[config.mk]
export PLATFORM = sky130hd
export DESIGN_NAME = data_mem_port
export DESIGN_NICKNAME = d
export VERILOG_FILES = /design/src/rtl/cpu_pkg.sv /design/src/rtl/lsu_align.sv /design/src/rtl/data_mem_port.sv
export SDC_FILE = /design/constraint.sdc
export NUM_CORES = 1
export LEC_CHECK = 0
export ABC_CLOCK_PERIOD_IN_PS = 4000
export BUFFER_PORTS_ARGS = -buffer_cell sky130_fd_sc_hd__buf_2
export CORE_UTILIZATION = 35
export CTS_CLUSTER_SIZE = 24
export DETAILED_ROUTE_END_ITERATION = 7
export PLACE_DENSITY = 0.53
export RECOVER_POWER = 50
export SYNTH_ARGS = -nofsm -noshare
export SYNTH_HDL_FRONTEND = slang
export SYNTH_SLANG_ARGS = --single-unit
export TNS_END_PERCENT = 50
[constraint.sdc]
create_clock -name clk -period 4 [get_ports clk]
set_input_delay 0.2 -clock clk [delete_from_list [all_inputs] [get_ports clk]]
set_output_delay 0.2 -clock clk [all_outputs]
set_load 0.01 [all_outputs]
[src/rtl/cpu_pkg.sv]
// Shared load/store definitions: funct3 size codes, LSU FSM state
// encoding and the request legality rule.
package cpu_pkg;

   localparam logic [2:0] SZ_B  = 3'b000;
   localparam logic [2:0] SZ_H  = 3'b001;
   localparam logic [2:0] SZ_W  = 3'b010;
   localparam logic [2:0] SZ_BU = 3'b100;
   localparam logic [2:0] SZ_HU = 3'b101;

   localparam logic [2:0] IDLE = 3'd0;
   localparam logic [2:0] ACC1 = 3'd1;
   localparam logic [2:0] ACC2 = 3'd2;
   localparam logic [2:0] WAIT = 3'd3;
   localparam logic [2:0] RESP = 3'd4;

   // Exactly one of rd/wr; stores have no unsigned variants.
   function automatic logic req_legal(input logic       rd,
                                      input logic       wr,
                                      input logic [2:0] sz);
      logic ok;
      ok = 1'b0;
      if (rd && !wr)
         ok = (sz == SZ_B) || (sz == SZ_H) || (sz == SZ_W) ||
              (sz == SZ_BU) || (sz == SZ_HU);
      else if (wr && !rd)
         ok = (sz == SZ_B) || (sz == SZ_H) || (sz == SZ_W);
      return ok;
   endfunction

endpackage

[src/rtl/lsu_align.sv]
// Byte-lane alignment for the data port.
// In: off_i, size_i, wdata_i, lo_i/hi_i. Out: split_o, be1_o/be2_o,
// wlo_o/whi_o (lane-shifted store words), ldata_o (extended load).
module lsu_align
   import cpu_pkg::*;
(
   input  logic [1:0]  off_i,
   input  logic [2:0]  size_i,
   input  logic [31:0] wdata_i,
   input  logic [31:0] lo_i,
   input  logic [31:0] hi_i,
   output logic        split_o,
   output logic [3:0]  be1_o,
   output logic [3:0]  be2_o,
   output logic [31:0] wlo_o,
   output logic [31:0] whi_o,
   output logic [31:0] ldata_o
);

   logic [3:0]  mask;
   logic [2:0]  nbytes;
   logic [7:0]  mask64;
   logic [63:0] w64;
   logic [63:0] d64;
   logic [31:0] d;
   logic        unused_d64;

   always_comb begin
      mask   = 4'b1111;
      nbytes = 3'd4;
      case (size_i[1:0])
         2'b00: begin
            mask   = 4'b0001;
            nbytes = 3'd1;
         end
         2'b01: begin
            mask   = 4'b0011;
            nbytes = 3'd2;
         end
         default: ;
      endcase
   end

   assign split_o = ({2'b00, off_i} + {1'b0, nbytes}) > 4'd4;
   assign mask64  = {4'b0000, mask} << off_i;
   assign be1_o   = mask64[3:0];
   assign be2_o   = mask64[7:4];

   assign w64   = {32'd0, wdata_i} << {off_i, 3'b000};
   assign wlo_o = w64[31:0];
   assign whi_o = w64[63:32];

   assign d64 = {hi_i, lo_i} >> {off_i, 3'b000};
   assign d   = d64[31:0];
   assign unused_d64 = &{1'b0, d64[63:32]};

   always_comb begin
      ldata_o = d;
      case (size_i)
         SZ_B:  ldata_o = {{24{d[7]}}, d[7:0]};
         SZ_H:  ldata_o = {{16{d[15]}}, d[15:0]};
         SZ_BU: ldata_o = {24'd0, d[7:0]};
         SZ_HU: ldata_o = {16'd0, d[15:0]};
         default: ;
      endcase
   end

endmodule

[src/rtl/data_mem_port.sv]
// Load/store port onto a word-wide synchronous SRAM (1-cycle reads).
// Ports: req_* from decoder/ALU, busy/done/err/rdata to core, mem_* to SRAM.
module data_mem_port
   import cpu_pkg::*;
#(
   parameter int DEPTH_LOG2 = 10,
   parameter int ADDR_W     = 32
) (
   input  logic                  clk,
   input  logic                  rst_n,
   input  logic                  req_rd_en,
   input  logic                  req_wr_en,
   input  logic [2:0]            req_size,
   input  logic [ADDR_W-1:0]     req_addr,
   input  logic [31:0]           req_wdata,
   output logic                  busy,
   output logic                  done,
   output logic                  err,
   output logic [31:0]           rdata,
   output logic                  mem_en,
   output logic                  mem_we,
   output logic [3:0]            mem_be,
   output logic [DEPTH_LOG2-1:0] mem_addr,
   output logic [31:0]           mem_wdata,
   input  logic [31:0]           mem_rdata
);

   localparam logic [DEPTH_LOG2-1:0] ONE = {{(DEPTH_LOG2-1){1'b0}}, 1'b1};

   logic [2:0]            state_q, state_d;
   logic                  wr_q, wr_d;
   logic                  err_q, err_d;
   logic [2:0]            size_q, size_d;
   logic [1:0]            off_q, off_d;
   logic [31:0]           wdata_q, wdata_d;
   logic [DEPTH_LOG2-1:0] word_q, word_d;
   logic [31:0]           lo_q, lo_d;
   logic [31:0]           rdata_q, rdata_d;
   logic                  mem_en_q, mem_en_d;
   logic                  mem_we_q, mem_we_d;
   logic [3:0]            mem_be_q, mem_be_d;
   logic [DEPTH_LOG2-1:0] mem_addr_q, mem_addr_d;
   logic [31:0]           mem_wdata_q, mem_wdata_d;

   logic                  idle;
   logic [1:0]            a_off;
   logic [2:0]            a_size;
   logic [31:0]           a_wdata;
   logic [31:0]           a_lo;
   logic                  a_split;
   logic [3:0]            a_be1, a_be2;
   logic [31:0]           a_wlo, a_whi;
   logic [31:0]           a_ldata;
   logic [DEPTH_LOG2-1:0] req_word;
   logic                  unused_addr;

   assign idle     = (state_q == IDLE);
   assign req_word = req_addr[DEPTH_LOG2+1:2];
   assign unused_addr = &{1'b0, req_addr[ADDR_W-1:DEPTH_LOG2+2]};

   // Aligner sees the live request while idle, latched fields afterwards.
   assign a_off   = idle ? req_addr[1:0] : off_q;
   assign a_size  = idle ? req_size      : size_q;
   assign a_wdata = idle ? req_wdata     : wdata_q;
   // Split loads finish with the high word on mem_rdata; lo was buffered.
   assign a_lo    = a_split ? lo_q : mem_rdata;

   lsu_align u_align (
      .off_i   (a_off),
      .size_i  (a_size),
      .wdata_i (a_wdata),
      .lo_i    (a_lo),
      .hi_i    (mem_rdata),
      .split_o (a_split),
      .be1_o   (a_be1),
      .be2_o   (a_be2),
      .wlo_o   (a_wlo),
      .whi_o   (a_whi),
      .ldata_o (a_ldata)
   );

   always_comb begin
      state_d     = state_q;
      wr_d        = wr_q;
      err_d       = err_q;
      size_d      = size_q;
      off_d       = off_q;
      wdata_d     = wdata_q;
      word_d      = word_q;
      lo_d        = lo_q;
      rdata_d     = rdata_q;
      mem_en_d    = 1'b0;
      mem_we_d    = 1'b0;
      mem_be_d    = 4'b0000;
      mem_addr_d  = mem_addr_q;
      mem_wdata_d = mem_wdata_q;
      unique case (state_q)
         IDLE: begin
            if (req_rd_en || req_wr_en) begin
               wr_d    = req_wr_en;
               size_d  = req_size;
               off_d   = req_addr[1:0];
               wdata_d = req_wdata;
               word_d  = req_word;
               if (req_legal(req_rd_en, req_wr_en, req_size)) begin
                  err_d       = 1'b0;
                  mem_en_d    = 1'b1;
                  mem_we_d    = req_wr_en;
                  mem_be_d    = a_be1;
                  mem_addr_d  = req_word;
                  mem_wdata_d = a_wlo;
                  state_d     = ACC1;
               end else begin
                  err_d   = 1'b1;
                  state_d = RESP;
               end
            end
         end
         ACC1: begin
            if (a_split) begin
               mem_en_d    = 1'b1;
               mem_we_d    = wr_q;
               mem_be_d    = a_be2;
               mem_addr_d  = word_q + ONE;
               mem_wdata_d = a_whi;
               state_d     = ACC2;
            end else begin
               state_d = wr_q ? RESP : WAIT;
            end
         end
         ACC2: begin
            if (!wr_q)
               lo_d = mem_rdata;
            state_d = wr_q ? RESP : WAIT;
         end
         WAIT: begin
            rdata_d = a_ldata;
            state_d = RESP;
         end
         RESP: begin
            state_d = IDLE;
         end
         default: begin
            state_d = IDLE;
         end
      endcase
   end

   always_ff @(posedge clk or negedge rst_n) begin
      if (!rst_n) begin
         state_q     <= IDLE;
         wr_q        <= 1'b0;
         err_q       <= 1'b0;
         size_q      <= 3'd0;
         off_q       <= 2'd0;
         wdata_q     <= 32'd0;
         word_q      <= '0;
         lo_q        <= 32'd0;
         rdata_q     <= 32'd0;
         mem_en_q    <= 1'b0;
         mem_we_q    <= 1'b0;
         mem_be_q    <= 4'b0000;
         mem_addr_q  <= '0;
         mem_wdata_q <= 32'd0;
      end else begin
         state_q     <= state_d;
         wr_q        <= wr_d;
         err_q       <= err_d;
         size_q      <= size_d;
         off_q       <= off_d;
         wdata_q     <= wdata_d;
         word_q      <= word_d;
         lo_q        <= lo_d;
         rdata_q     <= rdata_d;
         mem_en_q    <= mem_en_d;
         mem_we_q    <= mem_we_d;
         mem_be_q    <= mem_be_d;
         mem_addr_q  <= mem_addr_d;
         mem_wdata_q <= mem_wdata_d;
      end
   end

   assign busy      = !idle;
   assign done      = (state_q == RESP);
   assign err       = done && err_q;
   assign rdata     = rdata_q;
   assign mem_en    = mem_en_q;
   assign mem_we    = mem_we_q;
   assign mem_be    = mem_be_q;
   assign mem_addr  = mem_addr_q;
   assign mem_wdata = mem_wdata_q;

endmodule

======== After elaboration in Yosys (flattened, before gate mapping) ========
Index checks and enable logic that the tools add are counted.
Widths: inputs -> output; s select.
storage, ports and cells
  flip-flop bits (word level) ............. 164
  bits of input ports ..................... 103
cells by class
  bitwise gates (word level) .............. 1
  order comparisons ....................... 1
  multiplexer cells ....................... 37
  equal/unequal tests ..................... 15
  add/sub/neg operators ................... 2
  shift operators ......................... 3
  reductions and logical operators ........ 19
operators with widths
  kind                   number
  $mux 32                5
  $pmux 32 s4            1
  $pmux 32 s2            1
  $shl 32x5->64          1
  $shr 64x5->32          1
  $mux 10                3
  $pmux 10 s2            1
  $pmux 4 s2             2
  $eq 3x3->1 const B     5
  $mux 3                 5
  $mux 4                 3
  $pmux 3 s4             1
  $mux 1                 11
  $add 10x1->10 const B  1
  $eq 3x1->1 const B     3
  $eq 3x2->1 const B     3
  $logic_not 3->1        3
  $shl 4x2->8            1
  $pmux 3 s2             1
  $logic_or 1x1->1       5
  $add 2x3->4            1
  $gt 4x3->1 const B     1
  $ne 2x1->1 const B     2
  $pmux 1 s2             2
  other kinds (10)       15

======== Logic depth before layout (Yosys ltp) ========
  depth after elaboration ................. 11
  depth in mapped cells ................... 19

======== Modules after synthesis ========
Synthesis repeated with hierarchy kept, for this count alone.
unflattened totals
  cell total of the unflattened synthesis .. 835
  area total of the unflattened synthesis .. 9571.7 um^2
modules (own cells, without submodules)
  module         cells each  times used  area each (um^2)
  data_mem_port  579         1           7568.5
  lsu_align      256         1           2003.2

======== Least setup slack after synthesis ========
Ideal clock, no wire load.
  path kind ............................... reg-to-reg
  from .................................... register state_q[2]
  to ...................................... register rdata_q[23] (netlist: rdata[23])
  cell stages (with the launch flop) ...... 17
  data required time ...................... 3.875 ns
  arrival ................................. 4.189 ns
  path slack .............................. -0.314 ns
  path through ............................ dfrtp_1 -> buf_2 -> nor3_4 -> mux2i_1 -> inv_1 -> clkbuf_1 -> buf_1 -> ha_1 -> fa_1 -> or2_2 -> buf_1 -> a31o_4 -> mux2_4 -> nor4_2 -> o21ba_2 -> buf_4 -> o21ai_1
between the ends
  longest elaborated chain between the ends .. 9
  elaborated cells on any way between the ends .. 16
  classes of those cells .................. 1 x add/sub; 1 x order compare; 5 x eq/ne; 1 x shift; 5 x mux; 3 x reduce/logical
RTL lines
  element                                        line                  text
  from (decl)                                    data_mem_port.sv:30   logic [2:0] state_q, state_d;
  from (signal assigned)                         data_mem_port.sv:166  state_q <= state_d;
  $logic_not 3->1                                data_mem_port.sv:57   assign idle = (state_q == IDLE);
  $mux 3                                         data_mem_port.sv:63   assign a_size = idle ? req_size : size_q;
  $eq 2x1->1 or $logic_not 2->1 (tied branches)  lsu_align.sv:31       case (size_i[1:0])
  $pmux 3 s2                                     lsu_align.sv:31
  $add 2x3->4                                    lsu_align.sv:44       assign split_o = ({2'b00, off_i} + {1'b0, nbytes}) > 4'd4;
  $gt 4x3->1                                     lsu_align.sv:44
  $mux 32                                        data_mem_port.sv:66   assign a_lo = a_split ? lo_q : mem_rdata;
  $shr 64x5->32                                  lsu_align.sv:53       assign d64 = {hi_i, lo_i} >> {off_i, 3'b000};
  $pmux 32 s4                                    lsu_align.sv:59       case (size_i)
  to (signal assigned)                           data_mem_port.sv:174  rdata_q <= rdata_d;
  to (decl)                                      data_mem_port.sv:38   logic [31:0] rdata_q, rdata_d;
Parallel ways exist; a longest one is shown, timed or not.
A chain may end at the register's enable or synchronous reset.

======== Worst setup path in the final report ========
  from .................................... register state_q[2]
  to ...................................... register rdata_q[16] (netlist: rdata[16])
Same word-level chain as after synthesis.

==> results.cfg <==
[logic_synthesis]
synth_xor_xnor_area_share = 0.00757
synthCells = 938
syn_nets = 1045
synth_top_family_by_area = multiplexers
synthFlopType = dfrtp_1
postSynth.asyncResetShare = 1.00
postSynthAreaPerCell_um2 = 9.87
synth_warnings = 0
synth_edf_count = 0
netlist_area_um2 = 9260
ys_seq_area_frac = 0.443
synth_cell_types = 63
synth-adder-area-share = 0.00622
yosys.area_share.simple = 0.102
synth_compound_area_frac = 0.196
ys_ff_latch = 164
synthMuxAreaShare = 0.202

[timing]
hold_viol_final = 0
max_freq_mhz = 265
rsz0062_at_grt = no
slew_violations = 75
whs_ps = 17.3
setup_tns_ps = 0
finalClockSkew_ps = 17.9
finalCritPeriodShare = 0.945
layout_min_cycle_time_ps = 3780
setup_viol = 0
worst_pin_slew_ps = 1910
slew_headroom = -0.271

[clock_tree]
cts_tree = yes
numCtsBuffers = 17
clk_latency_ps = 440
clk_pin_slew_ps = 80
clock-root-buffer = clkbuf_16
cts_setup_buffers = 0
clock_sinks = 164
clockBufferDepth = 2
htree_levels = 4

[layout]
drive_gt1_frac = 0.249
stdcell_area_um2 = 11200
final_cell_mix = 164 x dfrtp_1, 123 x a21oi_1, 91 x mux2_2
syn2layout_area_growth_pct = 20.8
n_fill_cell = 2628
fin_util = 0.430
finalNonFillerCells = 1455
final_common_cell = dfrtp_1
final_nets = 1213

[worst_setup_path]
arrival_ps = 4090
crit_fanout = 14
crit_path_end_kind = flop
startpoint_type = flop
slowest_stage = or2_2
crit_top_cell = a21oi_1
required_ps = 4310
crit_chain = buf_4 > nor3_4 > inv_1 > mux2i_1 > nand2_1 > inv_1 > ha_1 > fa_1 > or2_2 > a31o_4 > buf_4 > mux2i_1 > a21oi_1 > a21oi_1 > a21oi_1
path_class = reg -> reg
cpPeakStageDelay_ps = 410

[pwr]
switching_share = 0.461
combPwrFrac = 0.587
leakagePower_uw = 0.00474
ir_worst_vdd_mv = 0.551
pwr-share-clk = 0.148
p_int_uw = 6020
power_density_nw_per_um2 = 997
power_frac_seq = 0.265
netSwitchingPower_uw = 5140

[global_routing]
overflow = 0
grt_pass1_vias = 7627
met2_usage = 0.336
antenna_found_initial = 1
gr-usage-met1 = 0.270
grt_max_degree = 92
gr-usage-all-layers = 0.208
busiest_layer = met2
met3_usage = 0.0527
grt_pass1_wl_um = 42400

[floorplan]
core_um2 = 26000
die_area_um2 = 27100
start_util = 0.356
io_pins = 186
fp.dieW_um = 165
row_count = 59
die_y_um = 165

[drt]
drtAntennaViolNets = 0
dr.pass1.iters = 5
num_vias = 7885
drt_wl_total_um = 27400
drcViolationCount = 0
drt_iter0_drc = 576
vias_per_cell = 5.42
wl_per_cell_um = 18.8

[placed_design]
dp_hpwl_um = 18800
place.gp.congestion = 0.840
dp_cells = 1407
placed_cell_area_um2 = 10600
io_buffer_count = 165

[run]
cap_violations = 1

[outcome]
status = complete, but fails checks
violations = capacitance limit, slew limit

[min_path]
min_path_type = in -> reg
==> area by class of cell <==
cell class                      instances  area [µm²]  share of cell area
Clock inverter                         15         154              0.0138
Timing Repair Buffer                  222        1210               0.108
Multi-Input combinational cell        687        4810               0.430
Sequential cell                       164        4100               0.367
Clock buffer                           17         425              0.0380
Antenna cell                            1        2.50            0.000224
Inverter                               14        55.1             0.00492
Tap cell                              335         419              0.0375
==> cells in the mapped netlist, drive strengths merged (2+ instances only) <==
cell / instances / area, µm²
a211oi: 37 / 278
nor2b: 15 / 93.8
a221oi: 2 / 23.8
mux2: 92 / 1040
o311ai: 2 / 17.5
o21ai: 75 / 375
nor3: 11 / 66.3
or4b: 2 / 20.0
and2: 4 / 25.0
o31ai: 13 / 103
nand3: 10 / 55.1
and3: 6 / 37.5
a311oi: 7 / 61.3
xor2: 3 / 26.3
o22ai: 9 / 56.3
mux4: 7 / 158
a22oi: 9 / 67.6
buf: 22 / 154
inv: 14 / 52.6
nor2: 79 / 302
nor4: 2 / 18.8
xnor2: 5 / 43.8
nand2: 74 / 278
ha: 3 / 37.5
o22a: 8 / 70.1
a21oi: 125 / 629
clkbuf: 51 / 191
a22o: 2 / 17.5
nor4b: 2 / 17.5
mux2i: 67 / 671
dfrtp: 164 / 4100
a31oi: 2 / 27.5
==> timing repair <==
item	CTS	global route
resized for setup	0	5
setup endpoints to repair	0	21
hold buffers	15	0
hold endpoints to repair	87	0
==> worst max-delay path: cells and delay by family, from the launching register on <==
family          cells  cell delay [ps]
buf+inv             4              570
simple gates        3              750
fa+ha+maj           2              570
mux                 2              540
flops               1              380
compound gates      4              850
==> power groups by stage <==
stage | Sequential (µW) | Combinational [µW] | Clock (µW)
after floorplan | 3040 | 4530 | 0
after global placement | 2960 | 6590 | 0
after detailed placement | 2970 | 6610 | 0
after CTS | 2950 | 6630 | 1700
after global routing | 3070 | 7190 | 1750
final | 2960 | 6550 | 1650
==> layer usage <==
metal  up-vias  share of wire
li1       3771              -
met1      3836           0.43
met2       242           0.48
met3        36          0.069
met4         0          0.019
met5         -              0
==> cell families (layout without fill, tap and decap cells) <==
| logic type | count (synthesis) | after routing |
|---|---|---|
| AOI/OAI and AO/OA | 300 | 300 |
| and+or+nand+nor | 209 | 209 |
| muxes | 166 | 166 |
| DFF | 164 | 164 |
| buffers and inverters | 87 | 268 |
| xor gates and xnor gates | 8 | 8 |
| adders and majority gates | 4 | 4 |
| other | 0 | 1 |
==> path summary, 6_finish.rpt <==
check                      depth (start not counted)  slack [ps]                 endpoint                   start
max                                               15         220    rdata[16]$_DFFE_PN0N_  state_q[2]$_DFFE_PN0P_
min                                                2          20    word_q[6]$_DFFE_PN0P_             req_addr[8]
max reg2reg                                       15         220    rdata[16]$_DFFE_PN0N_  state_q[2]$_DFFE_PN0P_
min reg2reg                                        2         480     rdata[7]$_DFFE_PN0N_    rdata[7]$_DFFE_PN0N_
max in group asynchronous                          3         900  mem_addr[0]$_DFFE_PN0P_                   rst_n
min in group asynchronous                          2         820      mem_be[1]$_DFF_PN0_                   rst_n
==> flip-flops by register name (all words and copies together) (netlist names) <==
signal	count
lo_q	32
mem_wdata	32
rdata	32
wdata_q	32
mem_addr	10
word_q	10
mem_be	4
size_q	3
state_q	3
off_q	2
err_q	1
mem_en	1
mem_we	1
wr_q	1
==> metrics by stage <==
stage	setup WS [ps]	power, µW
after floorplan	20.6	7570
after global placement	172	9550
after detailed placement	133	9580
after CTS	141	11300
after global routing	3.08	12000
final	219	11200
No activity file was read; power rests on OpenSTA's default activity.
